===== src/rtl/branch_ctrl.sv =====
// branch_ctrl: T3-T6 sub-sequencer for brzr/brnz/brpl/brmi; gates PCin on the condition flip-flop result.
// Optional taken/not-taken counters enabled by defining BRANCH_CTRL_STATS_EN.
module branch_ctrl #(
    parameter int STAT_W = 16
) (
    input  logic              Clock,
    input  logic              Reset_n,
    input  logic              Start,
    input  logic [1:0]        IR_C2,
    input  logic              BranchOut,
    output logic [1:0]        Cond,
    output logic              Gra,
    output logic              Rout,
    output logic              CONin,
    output logic              PCout,
    output logic              Yin,
    output logic              Cout,
    output logic              ADD,
    output logic              Zin,
    output logic              Zlowout,
    output logic              PCin,
    output logic              Busy,
    output logic              Done,
    output logic              Taken,
    output logic [STAT_W-1:0] TakenCnt,
    output logic [STAT_W-1:0] NotTakenCnt
);
    typedef enum logic [2:0] {IDLE, S_T3, S_T4, S_T5, S_T6} state_t;

    state_t     state_q, state_d;
    logic [1:0] cond_q;
    logic       taken_q, last_taken_q;

    always_ff @(posedge Clock or negedge Reset_n) begin
        if (!Reset_n) state_q <= IDLE;
        else          state_q <= state_d;
    end

    always_comb begin
        state_d = IDLE;
        case (state_q)
            IDLE:    state_d = Start ? S_T3 : IDLE;
            S_T3:    state_d = S_T4;
            S_T4:    state_d = S_T5;
            S_T5:    state_d = S_T6;
            default: state_d = IDLE;
        endcase
    end

    always_comb begin
        {Gra, Rout, CONin} = {3{state_q == S_T3}};
        {PCout, Yin}       = {2{state_q == S_T4}};
        {Cout, ADD, Zin}   = {3{state_q == S_T5}};
        Zlowout            = state_q == S_T6;
        PCin               = (state_q == S_T6) && taken_q;
        Done               = state_q == S_T6;
        Busy               = state_q != IDLE;
    end

    // Decision is captured only at the T4->T5 edge and published at the end of T6.
    always_ff @(posedge Clock or negedge Reset_n) begin
        if (!Reset_n) begin
            cond_q       <= 2'b00;
            taken_q      <= 1'b0;
            last_taken_q <= 1'b0;
        end else begin
            if (state_q == IDLE && Start) cond_q <= IR_C2;
            if (state_q == S_T4) taken_q <= BranchOut;
            if (state_q == S_T6) last_taken_q <= taken_q;
        end
    end

    assign Cond  = cond_q;
    assign Taken = last_taken_q;

`ifdef BRANCH_CTRL_STATS_EN
    logic [STAT_W-1:0] taken_cnt_q, not_taken_cnt_q;

    always_ff @(posedge Clock or negedge Reset_n) begin
        if (!Reset_n) begin
            taken_cnt_q     <= '0;
            not_taken_cnt_q <= '0;
        end else if (state_q == S_T6) begin
            if (taken_q && taken_cnt_q != '1) taken_cnt_q <= taken_cnt_q + 1'b1;
            if (!taken_q && not_taken_cnt_q != '1) not_taken_cnt_q <= not_taken_cnt_q + 1'b1;
        end
    end

    assign TakenCnt    = taken_cnt_q;
    assign NotTakenCnt = not_taken_cnt_q;
`else
    assign TakenCnt    = '0;
    assign NotTakenCnt = '0;
`endif
endmodule


===== config.mk =====
export PLATFORM = sky130hd
export DESIGN_NAME = branch_ctrl
export DESIGN_NICKNAME = d
export VERILOG_FILES = /design/src/rtl/branch_ctrl.sv
export SDC_FILE = /design/constraint.sdc
export NUM_CORES = 1
export LEC_CHECK = 0
export BUFFER_PORTS_ARGS = -buffer_cell sky130_fd_sc_hd__buf_2
export CORE_AREA = 5 5 45 47
export CTS_BUF_LIST = sky130_fd_sc_hd__clkbuf_4
export DETAILED_ROUTE_END_ITERATION = 10
export DIE_AREA = 0 0 50 52
export MAX_ROUTING_LAYER = met4
export PLACE_DENSITY = 0.83
export REMOVE_ABC_BUFFERS = 1
export SYNTH_ARGS = -nofsm -noshare
export SYNTH_HDL_FRONTEND = slang
export SYNTH_SLANG_ARGS = --single-unit

===== constraint.sdc =====
create_clock -name Clock -period 3.4 [get_ports Clock]
set_clock_uncertainty 0.2 [all_clocks]
set_input_delay 0.51 -clock Clock [delete_from_list [all_inputs] [get_ports Clock]]
set_output_delay 0.51 -clock Clock [all_outputs]
set_load 0.03 [all_outputs]

==> results of run 1 <==
[per-layer routing]
metal  wire length, microns  track usage  vias to the layer above
met5                      0            -                        -
met4                      8       0.0393                        0
met3                    204       0.0516                        2
met2                    415       0.0921                       35
met1                    292       0.0662                      154
li1                       -            -                      168
[worst max path at each step]
| stage | to | slack (ps) | start |
|---|---|---|---|
| after global placement | CONin | 1570 | state_q[0] |
| after floorplan | CONin | 130 | state_q[0] |
| after CTS | Rout | 1260 | state_q[0] |
| after global routing | Gra | 1160 | state_q[0] |
| final | CONin | 1300 | state_q[0] |
| after detailed placement | CONin | 1560 | state_q[0] |
[kinds of logic after synthesis]
| logic type | synth area share |
|---|---|
| muxes | 0.0709 |
| DFF | 0.276 |
| other | 0.00590 |
| and+or+nand+nor | 0.169 |
| xor gates and xnor gates | 0.0138 |
| buffers and inverters | 0.465 |
[stage by stage]
| stage | hold WS [ps] | worst slack (ps) | cells | util | instance area [sq um] |
|---|---|---|---|---|---|
| 6_report | 277 | 1300 | 97 | 0.383 | 618 |
| 3_5_place_dp | 156 | 1560 | 92 | 0.358 | 578 |
| 4_1_cts | 272 | 1260 | 97 | 0.383 | 618 |
| 3_3_place_gp | 145 | 1570 | 92 | 0.358 | 578 |
| 2_1_floorplan | 14.4 | 126 | 55 | - | 457 |
| 5_1_grt | 270 | 1160 | 97 | 0.383 | 618 |
[placed cells by master (no fill, tap or decap)]
master	instances
conb_1	32
buf_2	20
dfrtp_1	7
mux2_1	4
clkbuf_4	4
and3b_2	2
nor2_1	2
nor3b_2	1
or3_1	1
nor3b_1	1
xnor2_1	1
nor3b_4	1
nor3_1	1
and2_1	1
nor4b_4	1
dlygate4sd3_1	1
[synthesized netlist by cell type (all sizes together)]
| cell type | instances | area (sq um) |
|---|---|---|
| and2 | 1 | 6.26 |
| and3b | 2 | 20.0 |
| buf | 40 | 295 |
| conb | 1 | 3.75 |
| dfrtp | 7 | 175 |
| mux2 | 4 | 45.0 |
| nor2 | 2 | 7.51 |
| nor3 | 1 | 5.00 |
| nor3b | 3 | 38.8 |
| nor4b | 1 | 23.8 |
| or3 | 1 | 6.26 |
| xnor2 | 1 | 8.76 |
[worst max-delay path: cells and delay by family, from the launching register on]
kind          cells  cell delay, ps
flops             1             560
simple gates      1             320
buf+inv           1             260
[final cells by class]
type / instances / area (sq um) / share of cell area
Clock buffer: 4 / 30.0 / 0.0486
Multi-Input combinational cell: 48 / 282 / 0.455
Timing Repair Buffer: 21 / 110 / 0.178
Sequential cell: 7 / 175 / 0.283
Tap cell: 17 / 21.3 / 0.0344
[sequential cells by signal, indices dropped and copies added, names as in the netlist]
name / flops
Cond: 2
Taken: 1
state_q: 3
taken_q: 1
[where the power goes]
group | switching (mW) | internal, mW
sequential | 0.0609 | 0.125
clock | 0.0284 | 0.0526
combinational | 0.272 | 0.122
total | 0.361 | 0.299
==> impl_results.md, run 1 <==
- Die Ht: 52 microns
- H-tree depth: 1
- Port bufs: 20
- Syn Std Cell Area: 636 sq um
- Post-DRT Antenna Nets: 0
- Initial core utilization: 0.394
- Power Density: approximately 1100 mW/mm^2
- Crit path time final: about 2100 ps
- Initial DRC Count: 2
- Drt wl/cell: 9.47 microns
- Yosys warnings: 0
- Final Hold Vio Count: 0
- Crit Path Category: reg -> out
- Reg2Reg Depth: 2
- Crit path arrival time: between 1000 and 1500 ps
- GRT Total Usage: 0.0669
- Vias after detailed routing: approximately 360
- Largest net degree at the start of global routing: 10
- # IOs: 53
- Synth Register Bits: 7
- Final HPWL from detailed placement: 823 microns
- Max_cap viols: 0
- Post CTS Setup Buffer Count: 0
- Hold Crit Depth: 1
- Power Total: ~0.66 mW
- FF-to-FF End: Cond[0]
- Clock Path Buffers: 2
- CTS Hold Bufs: 1
- Final Cycle Share: 0.617
- First-pass GRT wire length: about 1200 microns
- Fill cells: 180
- Die Span X: 50 microns
- Post-CTS sizing: 0
- Fmax: about 0.48 GHz
- Root buffer cell: clkbuf_4
- # clock sinks: 7
- Hold Path Origin: Taken
- CP Max Fanout: 9
- Routability Congestion: 0.679
- Leakage: roughly 0.36 nW
- Average cell area after synthesis: 9.93 sq um
- Layout cells sized above 1: 0.363
- Hold worst-path end: Taken
- Critical path launch point type: register
- Final setup fails: 0
- Ant diodes: 0
- Slowest stage delay, CP: 560 ps
- DRC viols: 0
- Routed WL: a little over 900 microns
- Cell Rows: 15
- Clock slew seen by the registers of the worst setup and hold paths: 50 ps
- Peak supply drop: 0.275 mV
- Final nets: between 80 and 90
- Outcome: completed
- Mapped Cells: 64
- RSZ-0062 raised after global routing: false
- Fin. max-slew vios: 0
- Setup TNS Final: 0 ps
- Core area: 0.00161 sq mm
- Vias per inst: 3.70
- Layout area overhead: -2.76%
- Reg-to-Reg Start: state_q[1]
- Netlist cell types: 15
- Initial antenna violation count: 0
- Slack of the worst reg-to-reg path: 1860 ps
- Grt total ovfl: 0
- Die area: ~0.0026 sq mm
- Critical Path End Type: output pin
- TritonCTS Buffers: 3
- CP cell instances: nor3b_1, buf_2
- Worst Path Required: 2690 ps
- DR pass1 iterations: 2
- Hold WC Path Type: reg -> reg
- CTS tree: built
- Vias in the first global route: 280
- Seq/Total Area, Yosys: 0.276
- Skew-Pair Late Insertion Delay: about 250 ps
- Crit-path slowest cell: dfrtp_1
No activity file was read; power rests on OpenSTA's default activity.
==> run 2, diff against run 1 <==
Settings changed: CORE_AREA 5 5 45 47 to 5 5 49 51, DIE_AREA 0 0 50 52 to 0 0 54 56, PLACE_DENSITY 0.83 to 0.73.
Clock period 3.4 ns to 1.8 ns, I/O delays scaled along.
==> run 2 against run 1 <==
Compared with the run above: global-route usage decreased by 0.95 points; clock power up 86%; register-to-register slack worse by 1700 ps; first-iteration DRC count rose by 50%; via count rose by 5.3%; total power grew 100%; non-clock buffer count is 4 higher; sequential share of layout area decreased by 1.6 points; clock-buffer cell count stayed put; combinational power rose by 110%; largest cell class unchanged.
==> impl_results.md, run 2 (synthesized netlist as in run 1, its figures left out) <==
- Outcome: completed
- Design area: 669 sq um
- Layout area overhead: 5.31%
- Initial antenna violation count: 0
- DR pass1 iterations: 2
- WP buf/inv: 1
- Die Ht: 56 microns
- Max reg flops: 3
- Vias per inst: about 3.4
- Crit path arrival time: 1260 ps
- Final nets: 91
- Non-Filler Instances: 111
- Post-DRT Antenna Nets: 0
- Peak supply drop: 0.701 mV
- # clock sinks: 7
- Die Span X: 54 microns
- Routed WL: approximately 950 microns
- Biggest register: state_q
- Cell Rows: 16
- Crit path time final: 1730 ps
- Commonest non-fill, non-tap cell in the layout: conb_1
- Grt total ovfl: 0
- Root buffer cell: clkbuf_4
- Crit-path slowest cell: dfrtp_2
- First-pass GRT wire length: 1190 microns
- Critical Path End Type: output pin
- Fmax: 0.578 GHz
- Routability Congestion: 0.717
- Final Util: 0.352
- Final setup fails: 0
- Worst Path Required: 1330 ps
- Ant diodes: 0
- Crit Path Category: reg -> out
- Clock Path Buffers: 2
- # IOs: 53
- Core area: 0.00190 sq mm
- DP Area: 591 sq um
- RSZ-0062 raised after global routing: false
- TritonCTS Buffers: 3
- Power Density: roughly 2000 mW/mm^2
- CTS tree: built
- Vias after detailed routing: 378
- H-tree depth: 1
- Final HPWL from detailed placement: 799 microns
- Hold WC Path Type: in -> reg
- Layout cells sized above 1: 0.440
- Leakage: 0.383 nW
- Drt wl/cell: 8.57 microns
- Vias in the first global route: 282
- Setup TNS Final: 0 ps
- CP Max Fanout: 6
- Power Total: 1.32 mW
- Most frequent cells in the layout: 32 x conb_1, 20 x buf_2
- Largest net degree at the start of global routing: 10
- CP cell instances: nor3b_4, and2_1, buf_2
- Clock slew seen by the registers of the worst setup and hold paths: 50 ps
- Initial core utilization: 0.334
- Die area: just over 0.003 sq mm
- Fin. max-slew vios: 0
- Critical path launch point type: register
- Final Hold Vio Count: 0
- Max_cap viols: 0
- Slowest stage delay, CP: 440 ps
- DP Cell Count: 102
- GRT Total Usage: 0.0574
- DRC viols: 0
- Crit-path leading delay family: flip-flops
- Port bufs: 20
- Initial DRC Count: 3
- Final Cycle Share: 0.961
- Skew-Pair Late Insertion Delay: 240 ps
[run 2: cell types whose count changed in the layout (fill, tap and decap cells not counted)]
| cell | delta |
|---|---|
| nor3b_2 | +1 |
| dfrtp_2 | +3 |
| buf_4 | +4 |
| nor3b_1 | -1 |
| dfrtp_1 | -3 |
[run 2: final timing paths]
kind | slack (ps) | startpoint | endpoint | depth (start not counted)
worst max-delay path | 70 | state_q[1] | PCin | 3
worst min-delay path | 40 | IR_C2[1] | Cond[1] | 2
worst max register to register | 160 | state_q[2] | Cond[0] | 4
worst min register to register | 280 | Taken | Taken | 1
max in group asynchronous | 1050 | Reset_n | state_q[1] | 2
min in group asynchronous | 190 | Reset_n | state_q[0] | 2
[run 2: stage by stage]
| step | setup slack (ps) | hold slack [ps] |
|---|---|---|
| after floorplan | -1230 | -226 |
| after global placement | 211 | -95.4 |
| after detailed placement | 198 | -91.5 |
| after CTS | 3.86 | 37.6 |
| after global routing | 2.02 | 42.7 |
| final | 71.1 | 44.3 |
[run 2: routing by layer]
layer  share of wire  vias up  GRT usage
li1                -      174          -
met1            0.30      165     0.0536
met2            0.44       39     0.0848
met3            0.26        0     0.0322
met4               0        0     0.0427
met5               0        -          -
[run 2: power by group]
| group | internal, mW | switching [mW] | leakage, nW |
|---|---|---|---|
| clock network | 0.0992 | 0.0516 | 0.0184 |
| registers | 0.243 | 0.0804 | 0.0815 |
| logic | 0.283 | 0.564 | 0.283 |
| total | 0.626 | 0.696 | 0.383 |
[run 2: layout make-up]
class / count / area (sq um)
fill: 200 / 1230
timing repair buffer: 25 / 140
clock buffer: 4 / 30.0
tap: 27 / 33.8
sequential: 7 / 179
multi-input combinational: 48 / 287
[run 2: worst reg2reg max path, stage by stage (launching register included)]
cell and delay, ps:
dfrtp_2 430, buf_4 150, buf_4 130, nor4b_4 250, mux2_1 350
[run 2: what timing repair did]
item | CTS | global route
hold endpoints to repair | 7 | 0
hold buffers | 1 | 0
endpoints found under the setup margin | 7 | 5
buffers inserted | 0 | 4
gates resized for setup | 3 | 1
==> run 3, diff against run 2 <==
Settings changed: BUFFER_PORTS_ARGS -buffer_cell sky130_fd_sc_hd__buf_2 to -buffer_cell sky130_fd_sc_hd__buf_4, CAP_MARGIN from default to 20.
==> run 3 against run 2 <==
Compared with the run above: first-iteration DRC count shrank 100%; worst hold slack lost 4.5 ps; non-clock buffer count shrank 1; flip-flop and latch count is the same; wire length grew 17%; sequential share of layout area shrank 1.7 points; critical endpoint unchanged; largest cell class unchanged.
==> impl_results.md, run 3 (synthesized netlist as in run 1, its figures left out) <==
- Drt wl/cell: 10.1 microns
- Largest net degree at the start of global routing: 10
- Die Ht: 56 microns
- Die area: 0.00302 sq mm
- Fill cells: a little under 200
- Max_cap viols: 0
- DR pass1 iterations: 1
- Vias per inst: ~3.4
- Final nets: 90
- GRT Total Usage: 0.0649
- # clock sinks: 7
- Vias in the first global route: 310
- Root buffer cell: clkbuf_4
- Crit Path Category: reg -> out
- Sequential Power Share: 0.245
- Initial antenna violation count: 0
- Crit path time final: 1740 ps
- Biggest register: state_q
- Final Hold Vio Count: 0
- Hold Path Origin: IR_C2[1]
- Fmax: 0.576 GHz
- Setup TNS Final: 0 ps
- Port bufs: 20
- Critical Path End Type: output pin
- Power Total: 1.42 mW
- Commonest non-fill, non-tap cell in the layout: conb_1
- Combinational power share: 0.642
- Cell Rows: 16
- Fin. max-slew vios: 0
- # IOs: between 50 and 60
- CP Max Fanout: 9
- Sw frac: 0.507
- Vias after detailed routing: 375
- Routed WL: around 1100 microns
- DRC viols: 0
- TritonCTS Buffers: 3
- Final HPWL from detailed placement: 862 microns
- Routability Congestion: 0.684
- Core area: 0.00190 sq mm
- Final Cycle Share: 0.965
- Layout cells sized above 1: 0.434
- Initial core utilization: 0.334
- Worst Path Required: 1330 ps
- Initial DRC Count: 0
- Max reg flops: 3
- Layout area overhead: 12.6%
- Power Density: 1980 mW/mm^2
- H-tree depth: 1
- Critical path launch point type: register
- Grt total ovfl: 0
- Crit path arrival time: 1270 ps
- Clock slew seen by the registers of the worst setup and hold paths: 60 ps
- NetSw: 0.718 mW
- Die Span X: 54 microns
- Leakage: 0.388 nW
- CTS tree: built
- Reg-to-Reg Start: state_q[0]
- Most frequent cells in the layout: 32 x conb_1, 22 x buf_4, 4 x dfrtp_1, 4 x mux2_1, 4 x clkbuf_4
- Final setup fails: 0
- Peak supply drop: 0.643 mV
- Hold WC Path Type: in -> reg
- Skew-Pair Late Insertion Delay: 250 ps
- Part of the power in the clock network: 0.112
- Post-DRT Antenna Nets: 0
- Setup crit start: state_q[2]
- RSZ-0062 raised after global routing: false
- Cell Int Power: 0.697 mW
- Ant diodes: 0
- First-pass GRT wire length: roughly 1400 microns
- Clock Path Buffers: 2
- Outcome: completed
-- run 3: cell count changes in the layout (fill, tap and decap cells not counted) --
| cell | before | now |
|---|---|---|
| buf_6 | 0 | 1 |
| buf_2 | 20 | 0 |
| buf_4 | 4 | 22 |
-- run 3: power groups by stage --
stage	registers, mW	logic, mW	clock network, mW
6_report	0.347	0.909	0.159
5_1_grt	0.363	0.955	0.170
4_1_cts	0.367	0.847	0.164
3_5_place_dp	0.358	0.839	0
3_3_place_gp	0.348	0.836	0
2_1_floorplan	0.407	0.509	0
-- run 3: timing repair --
action,CTS,global route
hold buffers,1,0
endpoints found under the setup margin,7,2
pin swaps,0,1
buffers inserted,0,3
hold endpoints to repair,7,0
gates resized for setup,4,1
-- run 3: final cells by class --
cell class	instances	area (sq um)	share of cell area
flip-flops and latches	7	179	0.250
clock buffers	4	30.0	0.0420
multi-input cells	48	287	0.400
repair buffers	24	186	0.260
well taps	27	33.8	0.0472
-- run 3: per-layer routing --
layer  wire length (microns)  vias to the layer above  track usage  part of all wire
met4                       0                        0       0.0320                 0
met1                     340                      162       0.0647              0.31
met5                       0                        -            -                 0
li1                        -                      172            -                 -
met2                     510                       41        0.102              0.46
met3                     258                        0       0.0322              0.23
-- run 3: critical path: stages, from the launching register on --
cell,delay (ps)
dfrtp_2,470
nor3b_4,250
and2_1,170
buf_6,130
-- run 3: worst paths after layout --
path | slack (ps) | depth (start not counted) | end
max in group asynchronous | 1090 | 2 | state_q[0]
worst max register to register | 190 | 3 | Cond[0]
min in group asynchronous | 180 | 2 | state_q[2]
worst min register to register | 290 | 1 | Taken
worst max-delay path | 60 | 3 | PCin
worst min-delay path | 40 | 2 | Cond[1]
-- run 3: stage by stage --
step	instances	util	worst slack [ps]	hold WS (ps)	area, sq um
2_1_floorplan	55	-	-1230	-226	457
3_3_place_gp	102	0.337	221	-114	641
3_5_place_dp	102	0.337	181	-111	641
4_1_cts	107	0.363	8.50	34.4	689
5_1_grt	110	0.376	4.16	46.0	716
6_report	110	0.376	62.7	39.8	716
